--- src/rtl/io_arbiter_pkg.sv ---
// ============================================================================
// types : shared enums and constants for the I/O bus arbiter
// Rev 1.0
// ============================================================================
`default_nettype none

package types;

  localparam int N_IO_MASTERS = 2;

  typedef enum logic [1:0] {
    IDLE  = 2'd0,
    ISSUE = 2'd1,
    RESP  = 2'd2
  } arb_state_t;

  typedef enum logic {
    OP_RD = 1'b0,
    OP_WR = 1'b1
  } io_op_t;

endpackage

`default_nettype wire

--- src/rtl/io_arbiter_rr_pick2.sv ---
// ============================================================================
// rr_pick2 : two-way round-robin pick; owner register plus tie-break grant
// Rev 1.0
// ============================================================================
`default_nettype none

module rr_pick2
  import types::*;
(
  input  logic                    clk,
  input  logic                    reset_n,
  input  logic [N_IO_MASTERS-1:0] req_i,
  input  logic                    en_i,
  output logic                    gnt_valid_o,
  output logic                    gnt_idx_o,
  output logic                    owner_o
);

  logic owner_q;
  logic owner_d;
  logic gnt_idx;

  // On a tie the master that is not the current owner wins.
  always_comb begin
    gnt_idx = owner_q;
    case (req_i)
      2'b01:   gnt_idx = 1'b0;
      2'b10:   gnt_idx = 1'b1;
      2'b11:   gnt_idx = ~owner_q;
      default: gnt_idx = owner_q;
    endcase
    owner_d = (en_i && (|req_i)) ? gnt_idx : owner_q;
  end

  always_ff @(posedge clk) begin
    if (!reset_n) begin
      owner_q <= 1'b1;
    end else begin
      owner_q <= owner_d;
    end
  end

  assign gnt_valid_o = |req_i;
  assign gnt_idx_o   = gnt_idx;
  assign owner_o     = owner_q;

endmodule

`default_nettype wire

--- src/rtl/io_arbiter.sv ---
// ============================================================================
// io_arbiter : two-master round-robin arbiter and strobe sequencer, I/O bus
// Rev 1.0
// ============================================================================
`default_nettype none

module io_arbiter
  import types::*;
#(
  parameter int          TIMEOUT      = 64,
  parameter logic [15:0] TIMEOUT_DATA = 16'hDEAD
) (
  input  logic                          clk,
  input  logic                          reset_n,
  input  logic [N_IO_MASTERS-1:0]       m_rd,
  input  logic [N_IO_MASTERS-1:0]       m_wr,
  input  logic [N_IO_MASTERS-1:0][15:0] m_addr,
  input  logic [N_IO_MASTERS-1:0][15:0] m_wdata,
  output logic [N_IO_MASTERS-1:0]       m_ack,
  output logic [15:0]                   m_rdata,
  output logic                          io_rd,
  output logic                          io_wr,
  output logic [15:0]                   io_addr,
  output logic [15:0]                   io_dout,
  input  logic [15:0]                   io_din,
  input  logic                          io_ready,
  output logic                          owner,
  output logic                          timeout_err,
  input  logic                          err_clr
);

  localparam int            CW      = $clog2(TIMEOUT + 1);
  localparam logic [CW-1:0] TMO_CNT = CW'(TIMEOUT);

  arb_state_t                  state_q;
  io_op_t                      op_q;
  logic [CW-1:0]               cnt_q;
  logic [CW-1:0]               cnt_d;
  logic                        io_rd_q;
  logic                        io_wr_q;
  logic [15:0]                 io_addr_q;
  logic [15:0]                 io_dout_q;
  logic [N_IO_MASTERS-1:0]     m_ack_q;
  logic [15:0]                 m_rdata_q;
  logic                        timeout_err_q;

  logic [N_IO_MASTERS-1:0]     req;
  logic                        gnt_valid;
  logic                        gnt_idx;

  assign req   = m_rd | m_wr;
  assign cnt_d = cnt_q + 1'b1;

  rr_pick2 u_pick (
    .clk         (clk),
    .reset_n     (reset_n),
    .req_i       (req),
    .en_i        (state_q == IDLE),
    .gnt_valid_o (gnt_valid),
    .gnt_idx_o   (gnt_idx),
    .owner_o     (owner)
  );

  always_ff @(posedge clk) begin
    if (!reset_n) begin
      state_q       <= IDLE;
      op_q          <= OP_RD;
      cnt_q         <= '0;
      io_rd_q       <= 1'b0;
      io_wr_q       <= 1'b0;
      io_addr_q     <= 16'h0000;
      io_dout_q     <= 16'h0000;
      m_ack_q       <= '0;
      m_rdata_q     <= 16'h0000;
      timeout_err_q <= 1'b0;
    end else begin
      // Clear first so a same-cycle timeout below overrides it.
      if (err_clr) timeout_err_q <= 1'b0;
      case (state_q)
        IDLE: begin
          m_ack_q <= '0;
          if (gnt_valid) begin
            // A read takes precedence when both strobes are requested.
            op_q      <= m_rd[gnt_idx] ? OP_RD : OP_WR;
            io_rd_q   <= m_rd[gnt_idx];
            io_wr_q   <= ~m_rd[gnt_idx];
            io_addr_q <= m_addr[gnt_idx];
            io_dout_q <= m_wdata[gnt_idx];
            cnt_q     <= '0;
            state_q   <= ISSUE;
          end
        end
        ISSUE: begin
          if (io_ready) begin
            io_rd_q   <= 1'b0;
            io_wr_q   <= 1'b0;
            m_rdata_q <= (op_q == OP_RD) ? io_din : 16'h0000;
            m_ack_q   <= owner ? 2'b10 : 2'b01;
            state_q   <= RESP;
          end else if (cnt_d == TMO_CNT) begin
            cnt_q         <= cnt_d;
            io_rd_q       <= 1'b0;
            io_wr_q       <= 1'b0;
            m_rdata_q     <= TIMEOUT_DATA;
            m_ack_q       <= owner ? 2'b10 : 2'b01;
            timeout_err_q <= 1'b1;
            state_q       <= RESP;
          end else begin
            cnt_q <= cnt_d;
          end
        end
        RESP: begin
          m_ack_q <= '0;
          state_q <= IDLE;
        end
        default: begin
          io_rd_q <= 1'b0;
          io_wr_q <= 1'b0;
          m_ack_q <= '0;
          state_q <= IDLE;
        end
      endcase
    end
  end

  assign io_rd       = io_rd_q;
  assign io_wr       = io_wr_q;
  assign io_addr     = io_addr_q;
  assign io_dout     = io_dout_q;
  assign m_ack       = m_ack_q;
  assign m_rdata     = m_rdata_q;
  assign timeout_err = timeout_err_q;

endmodule

`default_nettype wire
--- config.mk ---
export PLATFORM = sky130hd
export DESIGN_NAME = io_arbiter
export DESIGN_NICKNAME = d
export VERILOG_FILES = /design/src/rtl/io_arbiter_pkg.sv /design/src/rtl/io_arbiter_rr_pick2.sv /design/src/rtl/io_arbiter.sv
export SDC_FILE = /design/constraint.sdc
export NUM_CORES = 1
export LEC_CHECK = 0
export CORE_MARGIN = 5
export CORE_UTILIZATION = 40
export CTS_CLUSTER_SIZE = 10
export DETAILED_ROUTE_END_ITERATION = 8
export PLACE_DENSITY = 0.79
export SLEW_MARGIN = 5
export SYNTH_ARGS = -nofsm -noshare
export SYNTH_HDL_FRONTEND = slang
export SYNTH_HIERARCHICAL = 1
export SYNTH_SLANG_ARGS = --single-unit
--- constraint.sdc ---
create_clock -name clk -period 6.35 [get_ports clk]
set_clock_uncertainty 0.2 [all_clocks]
set_input_delay 1.27 -clock clk [delete_from_list [all_inputs] [get_ports clk]]
set_output_delay 1.27 -clock clk [all_outputs]
set_load 0.02 [all_outputs]
==> flow_metrics.env, run 1 <==
export IMPL_die_w_um=96.3
export IMPL_drive_gt1_frac=0.0710
export IMPL_overflow=0
export IMPL_h_tree_depth=3
export IMPL_wl_per_cell_um=15.0
export IMPL_postCtsSetupRepairBufs=0
export IMPL_drv_slew=0
export IMPL_min_period_ps=3670
export IMPL_syn_inst=314
export IMPL_top_level_ports=142
export IMPL_post_route_period_util=0.578
export IMPL_syn_area_per_cell_um2=9.50
export IMPL_synth_warnings=6
export IMPL_drt_iter0_markers=115
export IMPL_synth_top_cell_area_share=0.430
export IMPL_start_kind="input port"
export IMPL_avgViaCountPerCell=5.01
export IMPL_coreArea_um2=7250
export IMPL_max_freq_mhz=273
export IMPL_synth_area_leaders="dfxtp_1 43%, o211a_1 14%, mux2i_1 12%, nand2_1 6.4%, o21ai_0 2.7%"
export IMPL_cts_tree="done"
export IMPL_cts_buffers=9
export IMPL_dr_pass1_iters=4
export IMPL_synth_ff_type="dfxtp_1"
export IMPL_busiest_layer="met2"
export IMPL_syn_area_um2=2980
export IMPL_rows=31
export IMPL_ys_async_sr_fraction=0
export IMPL_placedCellCount=535
export IMPL_path_buf_inv=2
export IMPL_synth_fp_nets=403
export IMPL_end_kind="flop"
export IMPL_drc=0
export IMPL_finish_instance_area_um2=4630
export IMPL_hold_class="flop to flop"
export IMPL_cts_hold_buf=0
export IMPL_p_leak_nw=2.22
export IMPL_combPwrFrac=0.265
export IMPL_antenna_cells=0
export IMPL_dpl_worst_slack_ps=2350
export IMPL_grt_usage=0.178
export IMPL_power_frac_seq=0.424
export IMPL_ys_seq_area_frac=0.430
export IMPL_crit_type="input port to flop"
export IMPL_dieArea_um2=9280
export IMPL_crit_required_ps=6390
export IMPL_grt_pass1_vias=2725
export IMPL_hold_viol=0
export IMPL_crit_chain="clkdlybuf4s50_1 -> or2_2 -> mux2i_4 -> buf_4 -> mux2_2 -> nor2_1 -> nand2_1 -> o21ai_0"
export IMPL_nets=536
export IMPL_ys_types=44
export IMPL_switchingPower_mw=0.301
export IMPL_cts_sinks=64
export IMPL_routed_wl_mm=8.27
export IMPL_grtUsageMet1=0.217
export IMPL_grt_pass1_wl_mm=13.0
export IMPL_cap_violations=0
export IMPL_vias=2756
export IMPL_synth_edff_count=0
export IMPL_setup_ws_ps=2680
export IMPL_p_sw_frac=0.280
export IMPL_critPathArrivalTime_ps=3710
export IMPL_ctsResizeCount=0
export IMPL_slew_headroom=0.246
export IMPL_p_int_mw=0.777
export IMPL_tns_ps=0
export IMPL_critical_path_max_fanout=21
export IMPL_slowest_stage="mux2i_4"
export IMPL_io_buffers=141
export IMPL_crit_family="multiplexers"
export IMPL_ir_worst_vdd_mv=0.0993
export IMPL_start_util=0.411
export IMPL_crit_path_max_incr_delay_ps=530
export IMPL_use_met3=0.0571
export IMPL_clkTransAtPathRegs_ps=60
export IMPL_rsz0062_at_grt="no"
export IMPL_utilization=0.639
export IMPL_grt_start_max_net_pins=67
export IMPL_power_density_nw_per_um2=233
export IMPL_insertion_delay_ps=320
export IMPL_worstMarginPinSlew_ps=1130
export IMPL_hold_ws_ps=250
export IMPL_yosys_area_top_type="dfxtp_1"
export IMPL_clockBufferDepth=2
export IMPL_pwr_share_clk=0.311
export IMPL_antenna_found_initial=0
export IMPL_detailed_place_hpwl_mm=6.08
export IMPL_power_mw=1.08
export IMPL_syn2layout_area_growth_pct=55.4
export IMPL_final_cells=550
export IMPL_outcome="complete, no violations"
export IMPL_ys_ff_latch=64
export IMPL_cts_root_buf="clkbuf_8"
export IMPL_gp_congestion=0.821
export IMPL_fp_dieH_um=96.3
export IMPL_place_area_um2=4450
export IMPL_drt_antenna_violating_nets=0
export IMPL_finalSetupViolCount=0
export IMPL_gr_usage_met2=0.294
==> Yosys cell counts, types with 2 or more instances <==
cell type / number
nor3_1: 2
buf_2: 6
buf_1: 3
and3_1: 2
dfxtp_1: 64
or2_2: 3
nand4_1: 2
clkbuf_1: 11
nand3b_1: 2
nand3_1: 2
nor2_1: 12
a21boi_1: 2
o211a_1: 43
and2_1: 2
mux2i_1: 35
nor2b_1: 5
a21oi_1: 5
or3_1: 2
o21ai_0: 16
o21ai_1: 6
inv_1: 15
nand2_1: 51
a21boi_0: 2
==> worst reg2reg max path, stage by stage, from the launching register on <==
cell     delay, ps
dfxtp_1        340
nor2_1         270
and2_2         960
nor2_1         320
o311a_1        400
==> kinds of logic after synthesis <==
group,count (synthesis),share of synthesized area
simple gates,91,0.148
compound gates,86,0.247
flops,64,0.430
buf+inv,36,0.0504
mux,36,0.121
fa+ha+maj,1,0.00420
==> state kept, by name, summed over array words and instances, names as in the netlist <==
signal	flops
io_addr	16
io_dout	16
m_rdata	16
cnt_q	7
m_ack	2
state_q	2
io_rd	1
io_wr	1
op_q	1
timeout_err	1
u_pick/owner_o	1
==> metal layers <==
layer | wire [um] | vias to the layer above
li1 | - | 1378
met1 | 3400 | 1268
met2 | 4050 | 98
met3 | 693 | 12
met4 | 120 | 0
met5 | 0 | -
==> worst paths after layout <==
kind	cells past startpoint	slack [ps]	endpoint	startpoint
worst min register to register	2	250	m_rdata[6]$_SDFFE_PN0P_	m_rdata[6]$_SDFFE_PN0P_
worst max-delay path	8	2680	io_wr$_SDFFE_PN0P_	m_rd[0]
worst min-delay path	2	250	m_rdata[6]$_SDFFE_PN0P_	m_rdata[6]$_SDFFE_PN0P_
worst max register to register	4	3750	cnt_q[6]$_SDFFE_PN0P_	state_q[1]$_SDFFE_PN0P_
==> final cells by class <==
| type | count | area (um^2) |
|---|---|---|
| Fill cell | 632 | 2620 |
| Multi-Input combinational cell | 214 | 1560 |
| Timing Repair Buffer | 143 | 1420 |
| Sequential cell | 64 | 1280 |
| Clock buffer | 11 | 141 |
| Tap cell | 99 | 124 |
| Inverter | 15 | 56.3 |
| Clock inverter | 4 | 45.0 |
==> power by group through the flow <==
stage	registers [mW]	clock network, mW	logic, mW
3_5_place_dp	0.465	0	0.288
5_1_grt	0.462	0.367	0.307
3_3_place_gp	0.464	0	0.285
6_report	0.457	0.336	0.286
2_1_floorplan	0.501	0	0.111
4_1_cts	0.457	0.347	0.290
==> placed cells by master (no fill, tap or decap), drive strengths merged, types with 2 or more instances in the layout <==
cell,instances
a21boi,4
a21oi,6
and2,2
and3,3
buf,3
clkbuf,11
clkdlybuf4s50,140
clkinv,3
dfxtp,64
inv,15
mux2i,35
nand2,51
nand3,2
nand3b,2
nand4,3
nor2,13
nor2b,5
nor3,2
o211a,43
o21ai,23
o22ai,2
o31ai,2
or2,3
or3,2
No activity file was read; power rests on OpenSTA's default activity.
==> run 2, diff against run 1 <==
- clock period: 6.35 -> 3.4 ns (I/O delays scaled with it)
==> run 2 against run 1 <==
Die area did not move. Core utilization increased by 1.1 points. Non-clock buffer count increased by 2. Clock-buffer cell count shrank 2. Via count grew 0.15%. Total power grew 100%. Clock power up 140%. Routed wire length decreased by 3.4%. Final cell count is 0.55% higher. First-iteration DRC count fell by 39%. Highest routed layer unchanged. Sequential power rose by 87%. Critical path depth decreased by 1.
==> flow_metrics.env, run 2 (synthesis gave the netlist of run 1 again) <==
export IMPL_gp_congestion=0.786
export IMPL_min_period_ps=2650
export IMPL_antenna_found_initial=0
export IMPL_final_common_cell="clkdlybuf4s50_1"
export IMPL_finalSetupViolCount=0
export IMPL_dr_pass1_iters=4
export IMPL_wl_per_cell_um=14.4
export IMPL_cts_root_buf="clkbuf_8"
export IMPL_rsz0062_at_grt="no"
export IMPL_routed_wl_mm=7.99
export IMPL_start_kind="input port"
export IMPL_crit_required_ps=3460
export IMPL_post_route_period_util=0.779
export IMPL_syn2layout_area_growth_pct=58.0
export IMPL_cts_hold_buf=0
export IMPL_ir_worst_vdd_mv=0.221
export IMPL_rows=31
export IMPL_outcome="complete, no violations"
export IMPL_h_tree_depth=3
export IMPL_cts_sinks=64
export IMPL_crit_chain="clkdlybuf4s50_1 -> or2_2 -> or2_2 -> and2_2 -> nor2_1 -> o21ai_0 -> a21boi_0"
export IMPL_coreArea_um2=7250
export IMPL_utilization=0.649
export IMPL_vias=2760
export IMPL_drv_slew=0
export IMPL_detailed_place_hpwl_mm=6.09
export IMPL_top_level_ports=142
export IMPL_hold_class="flop to flop"
export IMPL_slowest_stage="clkdlybuf4s50_1"
export IMPL_start_util=0.411
export IMPL_dieArea_um2=9280
export IMPL_avgViaCountPerCell=4.99
export IMPL_combPwrFrac=0.245
export IMPL_clockBufferDepth=2
export IMPL_drt_iter0_markers=70
export IMPL_pwr_share_clk=0.365
export IMPL_finish_instance_area_um2=4710
export IMPL_end_kind="flop"
export IMPL_ctsResizeCount=0
export IMPL_crit_path_max_incr_delay_ps=410
export IMPL_ff2ff_path_depth=5
export IMPL_p_int_mw=1.60
export IMPL_power_frac_seq=0.390
export IMPL_nets=538
export IMPL_crit_top_cell="or2_2"
export IMPL_place_area_um2=4460
export IMPL_drt_antenna_violating_nets=0
export IMPL_p_leak_nw=2.25
export IMPL_grt_usage=0.172
export IMPL_switchingPower_mw=0.592
export IMPL_fp_dieH_um=96.3
export IMPL_critical_path_max_fanout=19
export IMPL_antenna_cells=0
export IMPL_grt_pass1_wl_mm=12.5
export IMPL_critPathArrivalTime_ps=2710
export IMPL_max_freq_mhz=378
export IMPL_drive_gt1_frac=0.0793
export IMPL_overflow=0
export IMPL_io_buffers=141
export IMPL_grt_pass1_vias=2722
export IMPL_die_w_um=96.3
export IMPL_crit_type="input port to flop"
export IMPL_grt_start_max_net_pins=49
export IMPL_clkTransAtPathRegs_ps=80
export IMPL_tns_ps=0
export IMPL_worstMarginPinSlew_ps=674
export IMPL_cts_tree="done"
export IMPL_nFillCells=620
export IMPL_postCtsSetupRepairBufs=0
export IMPL_cap_violations=0
export IMPL_insertion_delay_ps=340
export IMPL_hold_viol=0
export IMPL_slew_headroom=0.549
export IMPL_hold_depth=2
export IMPL_mostFrequentLayoutCells="140 x clkdlybuf4s50_1, 64 x dfxtp_1, 51 x nand2_1"
export IMPL_p_sw_frac=0.270
export IMPL_cts_buffers=9
export IMPL_power_density_nw_per_um2=465
export IMPL_power_mw=2.19
export IMPL_drc=0
==> run 2: metrics by stage <==
stage | setup WS (ps) | hold WS [ps] | instances
floorplan | 1090 | 300 | 314
global placement | 466 | 239 | 537
detailed placement | 396 | 244 | 537
CTS | 755 | 256 | 553
global route | 590 | 270 | 553
finish | 751 | 254 | 553
==> run 2: final cells by class <==
class,instances,area [um^2],area share
Multi-Input combinational cell,214,1560,0.332
Timing Repair Buffer,145,1440,0.305
Sequential cell,64,1280,0.272
Clock inverter,7,125,0.0266
Clock buffer,9,124,0.0263
Tap cell,99,124,0.0263
Inverter,15,56.3,0.0120
==> run 2: final timing paths <==
kind	start	slack, ps	end
worst max-delay path	m_rd[0]	750	cnt_q[3]$_SDFFE_PN0P_
worst min-delay path	m_rdata[4]$_SDFFE_PN0P_	250	m_rdata[4]$_SDFFE_PN0P_
worst max register to register	state_q[1]$_SDFFE_PN0P_	1360	io_dout[4]$_SDFFE_PN0P_
worst min register to register	m_rdata[4]$_SDFFE_PN0P_	250	m_rdata[4]$_SDFFE_PN0P_
==> run 2: worst max-delay path, delay by kind of cell <==
kind	cells	cell delay [ps]
simple gates	4	1300
buf+inv	1	410
compound gates	2	310
==> run 2: layer usage <==
layer	GRT usage	vias up	wire [um]
met5	0	-	0
met4	0.0584	0	84
li1	-	1389	-
met2	0.283	89	3990
met1	0.200	1276	3140
met3	0.0758	6	779
==> run 2: power groups by stage <==
| stage | registers [mW] | clock network (mW) | logic, mW |
|---|---|---|---|
| 3_3_place_gp | 0.869 | 0 | 0.532 |
| 3_5_place_dp | 0.870 | 0 | 0.540 |
| 4_1_cts | 0.854 | 0.821 | 0.543 |
| 5_1_grt | 0.861 | 0.857 | 0.578 |
| 2_1_floorplan | 0.936 | 0 | 0.208 |
| 6_report | 0.853 | 0.799 | 0.536 |
